===== src/rtl/lsu_pkg.sv =====
// Shared definitions for the load/store unit: funct3 width codes, FSM states,
// latency bounds and request legality helpers.
package lsu_pkg;

  localparam logic [2:0] F3_B  = 3'b000;
  localparam logic [2:0] F3_H  = 3'b001;
  localparam logic [2:0] F3_W  = 3'b010;
  localparam logic [2:0] F3_BU = 3'b100;
  localparam logic [2:0] F3_HU = 3'b101;

  localparam int LAT_MIN = 1;
  localparam int LAT_MAX = 4;
  localparam int CNT_W   = 2;

  typedef enum logic [1:0] {
    ST_IDLE,
    ST_READ,
    ST_WRITE,
    ST_RESP
  } state_e;

  // Loads reject 011/110/111; stores only allow B/H/W.
  function automatic logic is_illegal(input logic we, input logic [2:0] f3);
    if (we) return (f3 > F3_W);
    return (f3 == 3'b011) || (f3[2:1] == 2'b11);
  endfunction

  function automatic logic is_misaligned(input logic [2:0] f3, input logic [1:0] a);
    case (f3)
      F3_H, F3_HU: return a[0];
      F3_W:        return (a != 2'b00);
      default:     return 1'b0;
    endcase
  endfunction

endpackage


===== src/rtl/lsu_if.sv =====
// Core request/response handshake plus the word-wide data RAM bus.
// master = core + RAM side, slave = the load/store unit.
interface lsu_if;
  logic        req_valid;
  logic        req_ready;
  logic        req_we;
  logic [2:0]  req_funct3;
  logic [31:0] req_addr;
  logic [31:0] req_wdata;
  logic [4:0]  req_rd;

  logic        rsp_valid;
  logic [31:0] rsp_rdata;
  logic [4:0]  rsp_rd;
  logic        rsp_err;

  logic [31:0] ram_address;
  logic [31:0] data_in_ram;
  logic [31:0] data_out_ram;
  logic        ram_enable_write;

  modport master (
    output req_valid, req_we, req_funct3, req_addr, req_wdata, req_rd, data_in_ram,
    input  req_ready, rsp_valid, rsp_rdata, rsp_rd, rsp_err,
           ram_address, data_out_ram, ram_enable_write
  );

  modport slave (
    input  req_valid, req_we, req_funct3, req_addr, req_wdata, req_rd, data_in_ram,
    output req_ready, rsp_valid, rsp_rdata, rsp_rd, rsp_err,
           ram_address, data_out_ram, ram_enable_write
  );
endinterface


===== src/rtl/lsu_align.sv =====
// Combinational lane logic: little-endian load extraction/extension and
// sub-word store merge into a previously read word.
module lsu_align
  import lsu_pkg::*;
(
  input  logic [31:0] i_word,
  input  logic [1:0]  i_lane,
  input  logic [2:0]  i_funct3,
  input  logic [31:0] i_wdata,
  output logic [31:0] o_load,
  output logic [31:0] o_store
);

  logic [4:0]  w_shift;
  logic [7:0]  w_byte;
  logic [15:0] w_half;

  assign w_shift = {i_lane, 3'b000};
  assign w_byte  = i_word[w_shift +: 8];
  assign w_half  = i_lane[1] ? i_word[31:16] : i_word[15:0];

  // NOTE: every output gets a default before the case, so no path leaves it unassigned and no latch is inferred.
  always_comb begin
    o_load = i_word;
    case (i_funct3)
      F3_B:    o_load = {{24{w_byte[7]}}, w_byte};
      F3_H:    o_load = {{16{w_half[15]}}, w_half};
      F3_BU:   o_load = {24'h0, w_byte};
      F3_HU:   o_load = {16'h0, w_half};
      default: o_load = i_word;
    endcase
  end

  always_comb begin
    o_store = i_word;
    case (i_funct3)
      F3_B: o_store[w_shift +: 8] = i_wdata[7:0];
      F3_H: begin
        if (i_lane[1]) o_store[31:16] = i_wdata[15:0];
        else           o_store[15:0]  = i_wdata[15:0];
      end
      F3_W:    o_store = i_wdata;
      default: o_store = i_word;
    endcase
  end

endmodule


===== src/rtl/lsu.sv =====
// Load/store unit: one request at a time, word-only RAM traffic, RMW for SB/SH.
// Define LSU_MISALIGN_TRAP_EN to send misaligned H/HU/SH/W/SW down the error path.
module lsu
  import lsu_pkg::*;
#(
  parameter int RAM_LATENCY = 1
) (
  input logic  clk,
  input logic  rst_n,
  lsu_if.slave bus
);

  if (RAM_LATENCY < LAT_MIN || RAM_LATENCY > LAT_MAX) begin : g_lat_chk
    $fatal(1, "lsu: RAM_LATENCY out of range 1..4");
  end

  localparam logic [CNT_W-1:0] CNT_END = CNT_W'(RAM_LATENCY - 1);

  state_e           r_state;
  state_e           w_next;
  logic [CNT_W-1:0] r_cnt;
  logic             r_we;
  logic [2:0]       r_f3;
  logic [31:0]      r_addr;
  logic [31:0]      r_wdata;
  logic [4:0]       r_rd;
  logic             r_err;
  logic [31:0]      r_word;

  logic             w_accept;
  logic             w_misalign;
  logic             w_err;
  logic             w_read_done;
  logic [31:0]      w_load;
  logic [31:0]      w_store;

`ifdef LSU_MISALIGN_TRAP_EN
  assign w_misalign = is_misaligned(bus.req_funct3, bus.req_addr[1:0]);
`else
  assign w_misalign = 1'b0;
`endif

  assign w_accept    = bus.req_valid && (r_state == ST_IDLE);
  assign w_err       = is_illegal(bus.req_we, bus.req_funct3) || w_misalign;
  assign w_read_done = (r_state == ST_READ) && (r_cnt == CNT_END);

  lsu_align u_align (
    .i_word   (r_word),
    .i_lane   (r_addr[1:0]),
    .i_funct3 (r_f3),
    .i_wdata  (r_wdata),
    .o_load   (w_load),
    .o_store  (w_store)
  );

  // NOTE: sequential state uses non-blocking assignments so every register samples pre-edge values.
  always_ff @(posedge clk or negedge rst_n) begin
    if (!rst_n) r_state <= ST_IDLE;
    else        r_state <= w_next;
  end

  always_ff @(posedge clk or negedge rst_n) begin
    if (!rst_n) begin
      r_cnt   <= '0;
      r_we    <= 1'b0;
      r_f3    <= 3'b000;
      r_addr  <= '0;
      r_wdata <= '0;
      r_rd    <= '0;
      r_err   <= 1'b0;
      r_word  <= '0;
    end else if (w_accept) begin
      r_cnt   <= '0;
      r_we    <= bus.req_we;
      r_f3    <= bus.req_funct3;
      r_addr  <= bus.req_addr;
      r_wdata <= bus.req_wdata;
      r_rd    <= bus.req_rd;
      r_err   <= w_err;
      r_word  <= '0;
    end else if (r_state == ST_READ) begin
      r_cnt <= r_cnt + 1'b1;
      if (w_read_done) r_word <= bus.data_in_ram;
    end
  end

  // Outputs decode from registered state only, so reset clears them at once.
  always_comb begin
    w_next               = r_state;
    bus.req_ready        = 1'b0;
    bus.rsp_valid        = 1'b0;
    bus.rsp_rdata        = '0;
    bus.rsp_rd           = '0;
    bus.rsp_err          = 1'b0;
    bus.ram_address      = {2'b00, r_addr[31:2]};
    bus.data_out_ram     = '0;
    bus.ram_enable_write = 1'b0;
    case (r_state)
      ST_IDLE: begin
        bus.req_ready = 1'b1;
        if (w_accept) begin
          if (w_err)                         w_next = ST_RESP;
          else if (!bus.req_we)              w_next = ST_READ;
          else if (bus.req_funct3 == F3_W)   w_next = ST_WRITE;
          else                               w_next = ST_READ;
        end
      end
      ST_READ: begin
        if (w_read_done) w_next = r_we ? ST_WRITE : ST_RESP;
      end
      ST_WRITE: begin
        bus.data_out_ram     = w_store;
        bus.ram_enable_write = 1'b1;
        w_next               = ST_RESP;
      end
      ST_RESP: begin
        bus.rsp_valid = 1'b1;
        bus.rsp_rd    = r_rd;
        bus.rsp_err   = r_err;
        if (!r_we && !r_err) bus.rsp_rdata = w_load;
        w_next = ST_IDLE;
      end
      default: w_next = ST_IDLE;
    endcase
  end

endmodule


===== src/flat_wrapper.sv =====
// flat-port wrapper written by rule: the top's interface ports become plain ports
module lsu_flat import lsu_pkg::*;
#(
  parameter int RAM_LATENCY = 1
)
  (clk, rst_n, bus_req_valid, bus_req_we, bus_req_funct3, bus_req_addr, bus_req_wdata, bus_req_rd, bus_data_in_ram, bus_req_ready, bus_rsp_valid, bus_rsp_rdata, bus_rsp_rd, bus_rsp_err, bus_ram_address, bus_data_out_ram, bus_ram_enable_write);
  lsu_if bus_i ();
  input logic clk;
  input logic rst_n;
  input wire logic [$bits(bus_i.req_valid)-1:0] bus_req_valid;
  input wire logic [$bits(bus_i.req_we)-1:0] bus_req_we;
  input wire logic [$bits(bus_i.req_funct3)-1:0] bus_req_funct3;
  input wire logic [$bits(bus_i.req_addr)-1:0] bus_req_addr;
  input wire logic [$bits(bus_i.req_wdata)-1:0] bus_req_wdata;
  input wire logic [$bits(bus_i.req_rd)-1:0] bus_req_rd;
  input wire logic [$bits(bus_i.data_in_ram)-1:0] bus_data_in_ram;
  output wire logic [$bits(bus_i.req_ready)-1:0] bus_req_ready;
  output wire logic [$bits(bus_i.rsp_valid)-1:0] bus_rsp_valid;
  output wire logic [$bits(bus_i.rsp_rdata)-1:0] bus_rsp_rdata;
  output wire logic [$bits(bus_i.rsp_rd)-1:0] bus_rsp_rd;
  output wire logic [$bits(bus_i.rsp_err)-1:0] bus_rsp_err;
  output wire logic [$bits(bus_i.ram_address)-1:0] bus_ram_address;
  output wire logic [$bits(bus_i.data_out_ram)-1:0] bus_data_out_ram;
  output wire logic [$bits(bus_i.ram_enable_write)-1:0] bus_ram_enable_write;
  assign bus_i.req_valid = bus_req_valid;
  assign bus_i.req_we = bus_req_we;
  assign bus_i.req_funct3 = bus_req_funct3;
  assign bus_i.req_addr = bus_req_addr;
  assign bus_i.req_wdata = bus_req_wdata;
  assign bus_i.req_rd = bus_req_rd;
  assign bus_i.data_in_ram = bus_data_in_ram;
  assign bus_req_ready = bus_i.req_ready;
  assign bus_rsp_valid = bus_i.rsp_valid;
  assign bus_rsp_rdata = bus_i.rsp_rdata;
  assign bus_rsp_rd = bus_i.rsp_rd;
  assign bus_rsp_err = bus_i.rsp_err;
  assign bus_ram_address = bus_i.ram_address;
  assign bus_data_out_ram = bus_i.data_out_ram;
  assign bus_ram_enable_write = bus_i.ram_enable_write;
  lsu #(.RAM_LATENCY(RAM_LATENCY)) u_core (.clk(clk), .rst_n(rst_n), .bus(bus_i));
endmodule

===== config.mk =====
export PLATFORM = sky130hd
export DESIGN_NAME = lsu_flat
export DESIGN_NICKNAME = d
export VERILOG_FILES = /design/src/rtl/lsu_pkg.sv /design/src/rtl/lsu_if.sv /design/src/rtl/lsu_align.sv /design/src/rtl/lsu.sv /design/src/flat_wrapper.sv
export SDC_FILE = /design/constraint.sdc
export NUM_CORES = 1
export LEC_CHECK = 0
export ABC_AREA = 1
export CORE_MARGIN = 4
export CORE_UTILIZATION = 45
export CTS_BUF_LIST = sky130_fd_sc_hd__clkbuf_16
export CTS_CLUSTER_DIAMETER = 200
export DETAILED_ROUTE_END_ITERATION = 16
export HOLD_SLACK_MARGIN = 0.1
export PLACE_DENSITY = 0.77
export SLEW_MARGIN = 20
export SYNTH_ARGS = -nofsm -noshare
export SYNTH_HDL_FRONTEND = slang
export SYNTH_SLANG_ARGS = --single-unit

===== constraint.sdc =====
create_clock -name clk -period 3.2 [get_ports clk]
set_clock_uncertainty 0.2 [all_clocks]
set_input_delay 0.48 -clock clk [delete_from_list [all_inputs] [get_ports clk]]
set_output_delay 0.48 -clock clk [all_outputs]
set_load 0.05 [all_outputs]

# Word-level counts from Yosys, hierarchy flattened
# Cells that the tools add are included.
[classes]
add_sub_neg = 2
magnitude_cmp = 1
eq_ne = 12
shift = 3
n_mux = 29
n_reduce_logical = 13
[op_table]
columns = ["cell", "n"]
rows = [
  ["2-to-1 mux 32 bit", 6],
  ["case mux 32 bit (4 select lines)", 1],
  ["case mux 32 bit (3 select lines)", 1],
  ["2-to-1 mux 16 bit", 3],
  ["bitwise mux 32 bit", 1],
  ["variable shift 8 x 7 -> 32 bit, first input constant", 1],
  ["variable part select 32 x 6 -> 8 bit", 1],
  ["variable part select 8 x 7 -> 32 bit", 1],
  ["2-to-1 mux 2 bit", 7],
  ["equality test 3 x 2 -> 1 bit, second input constant", 3],
  ["2-to-1 mux 1 bit", 8],
  ["case mux 2 bit (4 select lines)", 1],
  ["negator 5 -> 7 bit", 1],
  ["equality test 2 bit, second input constant", 3],
  ["equality test 3 bit, second input constant", 2],
  ["2-to-1 mux 5 bit", 1],
  ["zero test 2 bit", 2],
  ["inequality test 2 x 1 -> 1 bit, second input constant", 2],
  ["AND reduction 2 bit", 2],
  ["nonzero test 2 bit", 2],
  ["equality test 3 x 1 -> 1 bit, second input constant", 1],
  ["greater-than comparator 3 x 2 -> 1 bit, second input constant", 1],
  ["logical AND 1 bit", 3],
  ["zero test 3 bit", 1],
  ["4 further kinds", 5],
]
[word_totals]
register_bits = 110
output_inout_bits = 105
wordCells = 69

# Depth between registers and ports, before layout
[logic_depth]
ltp_word = 6
ltp_mapped = 13
depth_no_buf = 11

# By module
# A second synthesis with hierarchy kept.
[hier_totals]
cells_unflattened = 1248
area_unflattened_um2 = 7781.2
[modules_own_cells]
columns = ["mod", "instances", "cells_per_inst", "area_each_um2"]
rows = [
  ["lsu", 1, 685, 5260.0],
  ["lsu_align", 1, 563, 2521.2],
]

# Worst setup path before layout
# No wires, ideal clock.
[synth_path]
path_kind = "reg2out"
from = "reg u_core.r_state[0]"
to = "out bus_rsp_rdata[1]"
arrival_time_ns = 2.616
setup_slack_ns = -0.096
stages_incl_launch_ff = 6
path_cell_list = "dfrtp_1 ha_1 inv_1 nor3_4 o21ai_0 nor3_1"
[synth_via]
elab_chain_len = 2
[synth_rtl]
columns = ["item", "line", "text"]
rows = [
  ["start, declared", "lsu.sv:19", "state_e r_state;"],
  ["start signal, assigned", "lsu.sv:59", "else r_state <= w_next;"],
  ["equality test 2 bit", "lsu.sv:98", "case (r_state)"],
  ["2-to-1 mux 32 bit", "lsu.sv:98", ""],
  ["end, declared", "flat_wrapper.sv:19", "output wire logic [$bits(bus_i.rsp_rdata)-1:0] bus_rsp_rdata;"],
]
# Every way passes these cells.

# Final worst setup path
[layout_path]
from = "reg u_core.r_f3[2]"
to = "out bus_data_out_ram[23]"
[layout_via]
elab_chain_len = 3
word_cells_on_any_way = 5
[layout_rtl]
columns = ["item", "line", "text"]
rows = [
  ["start, declared", "lsu.sv:23", "logic [2:0] r_f3;"],
  ["start signal, assigned", "lsu.sv:75", "r_f3 <= bus.req_funct3;"],
  ["equality test 3 x 2 -> 1 bit, or another cell as far along", "lsu_align.sv:36", "case (i_funct3)"],
  ["case mux 32 bit (3 select lines) (*)", "lsu_align.sv:36", ""],
  ["2-to-1 mux 32 bit (*)", "lsu.sv:98", ""],
  ["end, declared", "flat_wrapper.sv:23", "output wire logic [$bits(bus_i.data_out_ram)-1:0] bus_data_out_ram;"],
]
# Mark *: on every way between the ends. The rest lies on a longest branch, timed or not.

==> results.sh <==
export IMPL_status="finished, final reports clean"
export IMPL_num_rows=45
export IMPL_finalPower_uw=10800
export IMPL_use_met3_pct=7.40
export IMPL_relSlewSlack_pct=57.7
export IMPL_cp_start_kind="register"
export IMPL_synth_top_cells_by_area="dfrtp_1, nand2_1, mux2_2"
export IMPL_yosysTopAreaCellShare_pct=39.8
export IMPL_cts_buffers=9
export IMPL_vias=6788
export IMPL_min_path_type="register to register"
export IMPL_cp_data_arrival_time_ns=2.39
export IMPL_io_pin_count=213
export IMPL_reg2reg_depth=5
export IMPL_core_area_um2=15100
export IMPL_hold_path_cell_count=1
export IMPL_root_buffer="clkbuf_16"
export IMPL_grt_total_usage_pct=25.1
export IMPL_final_cell_mix="nand2_1, clkdlybuf4s50_1, nor2_1"
export IMPL_maxCapViolations=0
export IMPL_drt_iter0_markers=654
export IMPL_drc_errors=0
export IMPL_viasPerCell=5.34
export IMPL_start_util_pct=45.7
export IMPL_grt_pass1_wl_mm=35.0
export IMPL_dp_hpwl_mm=16.7
export IMPL_drive_gt1_share_pct=18.7
export IMPL_clkTransAtPathRegs_ns=0.08
export IMPL_worstReg2RegEnd="u_core.r_wdata[8]"
export IMPL_rrSetupSlack_ns=1.05
export IMPL_use_met1_pct=32.7
export IMPL_synth_edff_count=0
export IMPL_grt_pass1_vias=6558
export IMPL_syn_avg_cell_area_um2=7.58
export IMPL_required_ns=2.52
export IMPL_async_reset_ff_share_pct=100
export IMPL_ys_ff_latch=110
export IMPL_layout_commonest_cell="nand2_1"
export IMPL_busiest_layer="met2"
export IMPL_n_antenna_cell=0
export IMPL_holdWs_ns=0.306
export IMPL_pre_cts_slack_ns=0.399
export IMPL_grt_max_degree=132
export IMPL_setup_tns_ns=0
export IMPL_globalRouteMet2Util_pct=40.0
export IMPL_vdd_drop_max_uv=670
export IMPL_timing_rr_start="u_core.r_state[0]"
export IMPL_avgRoutedWirePerCell_um=17.5
export IMPL_clock_latency_ns=0.35
export IMPL_timing_fmax_ghz=0.325
export IMPL_hold_path_end="u_core.r_addr[30]"
export IMPL_critical_path_class="register to primary output"
export IMPL_nFillCells=1276
export IMPL_hp_start="u_core.r_addr[30]"
export IMPL_gp_congestion=0.958
export IMPL_cts_sinks=110
export IMPL_grt_overflow_total=0
export IMPL_die_w_um=132
export IMPL_period_minus_slack_ns=3.07
export IMPL_yosysSeqAreaShare_pct=39.8
export IMPL_slew_violations=0
export IMPL_cts_tree="yes"
export IMPL_synth_largest_area_cell="dfrtp_1"
export IMPL_crit_fanout=11
export IMPL_final_setup_viol_count=0
export IMPL_setup_ws_ns=0.127
export IMPL_worstMarginPinSlew_ns=0.635
export IMPL_power_density_nw_per_um2=1080
export IMPL_firstDrtPassIters=7
export IMPL_synth_area_um2=6920
export IMPL_leakagePower_uw=0.00463
export IMPL_syn_to_final_growth_pct=43.4
export IMPL_max_clock_path_buffers=2
export IMPL_portBuffers=210
export IMPL_final_nets=1197
export IMPL_die_y_um=132
export IMPL_antenna_left=0
export IMPL_htreeDepth=3
export IMPL_end_kind="primary output"
export IMPL_finalHoldViolations=0
export IMPL_synthCells=913
export IMPL_die_area_um2=17400
export IMPL_synth_yosys_warnings=0
export IMPL_ys_types=31
export IMPL_placed_area_um2=9600
export IMPL_grt_setup_unrepaired="false"
export IMPL_antenna_found_initial=0
export IMPL_finalCritPeriodShare_pct=96.0
export IMPL_stdcell_area_um2=9930
export IMPL_synthFlopType="dfrtp_1"
export IMPL_drt_total_wl_mm=22.3
-- timing repair --
item                                    4_1_cts  5_1_grt
resized for setup                             1        5
hold endpoints to repair                    110        0
endpoints found under the setup margin        1       27
setup buffers                                 0        4
pin swaps                                     0        1
hold buffers                                  1        0
-- where the power goes --
group / switching [uW] / leakage, uW / internal [uW]
clock network: 543 / 0.000135 / 531
registers: 566 / 0.00130 / 2080
logic: 4450 / 0.00319 / 2600
total: 5560 / 0.00463 / 5210
-- final cells by class --
class                      count  area (um^2)  area share (%)
clock buffer                   9          225            2.27
clock inverter                 7         50.0           0.504
inverter                     110          418            4.21
multi-input combinational    619         3350            33.7
sequential                   110         2750            27.7
tap                          188          235            2.37
timing repair buffer         229         2900            29.2
-- metrics by stage --
step	utilization [%]	cells
after floorplan	-	914
after global placement	63.4	1251
after detailed placement	63.4	1251
after CTS	65.3	1268
after global routing	65.6	1272
final	65.6	1272
-- routing by layer --
metal  wire, um  vias up
li1           -     3227
met4        667        0
met1       9180     3169
met5          0        -
met3       2240       42
met2      10200      350
-- state kept, by name, summed over array words and instances, names as in the netlist --
name            cells
u_core.r_we         1
u_core.r_wdata     32
u_core.r_word      32
u_core.r_rd         5
u_core.r_state      2
u_core.r_addr      32
u_core.r_err        1
u_core.r_f3         3
u_core.r_cnt        2
-- worst max-delay path by stage --
| stage | slack (ns) | to | from | cells after the start |
|---|---|---|---|---|
| floorplan | 0.05 | bus_rsp_rdata[0] | u_core.r_state[0] | 7 |
| global placement | 0.40 | bus_data_out_ram[16] | u_core.r_addr[0] | 9 |
| detailed placement | 0.40 | bus_data_out_ram[16] | u_core.r_addr[0] | 9 |
| CTS | 0.01 | bus_rsp_rdata[0] | u_core.r_state[0] | 8 |
| global route | 0.004 | bus_rsp_rdata[3] | u_core.r_state[0] | 8 |
| finish | 0.13 | bus_data_out_ram[23] | u_core.r_f3[2] | 9 |
-- synth_stat cells (5+ instances only) --
cell type / number
mux2_2: 55
ha_1: 10
clkbuf_1: 15
nand3_1: 80
nor3_1: 7
inv_2: 6
buf_6: 5
inv_1: 102
nor2_1: 111
nand2_1: 176
buf_1: 9
nand3_2: 6
dfrtp_1: 110
buf_4: 35
o21ai_0: 75
nor2_2: 12
a21oi_1: 69
buf_2: 11
-- cell families (layout without fill, tap and decap cells) --
logic type	Yosys count	count (layout)	share of synthesized area [%]
DFF	110	110	39.8
muxes	55	55	8.94
adders and majority gates	10	10	1.81
and+or+nand+nor	401	401	25.4
other	1	2	0.0542
buffers and inverters	185	355	12.7
AOI/OAI and AO/OA	151	151	11.3
-- critical path: stages (launching register included) --
cell     delay (ns)
dfrtp_1        0.44
inv_2          0.22
nand3_2        0.33
buf_4          0.29
nor2_1         0.12
nor2_1         0.06
nand3_1        0.09
nand2_1        0.05
nor2_1         0.24
buf_12         0.18
No activity file was read; power rests on OpenSTA's default activity.
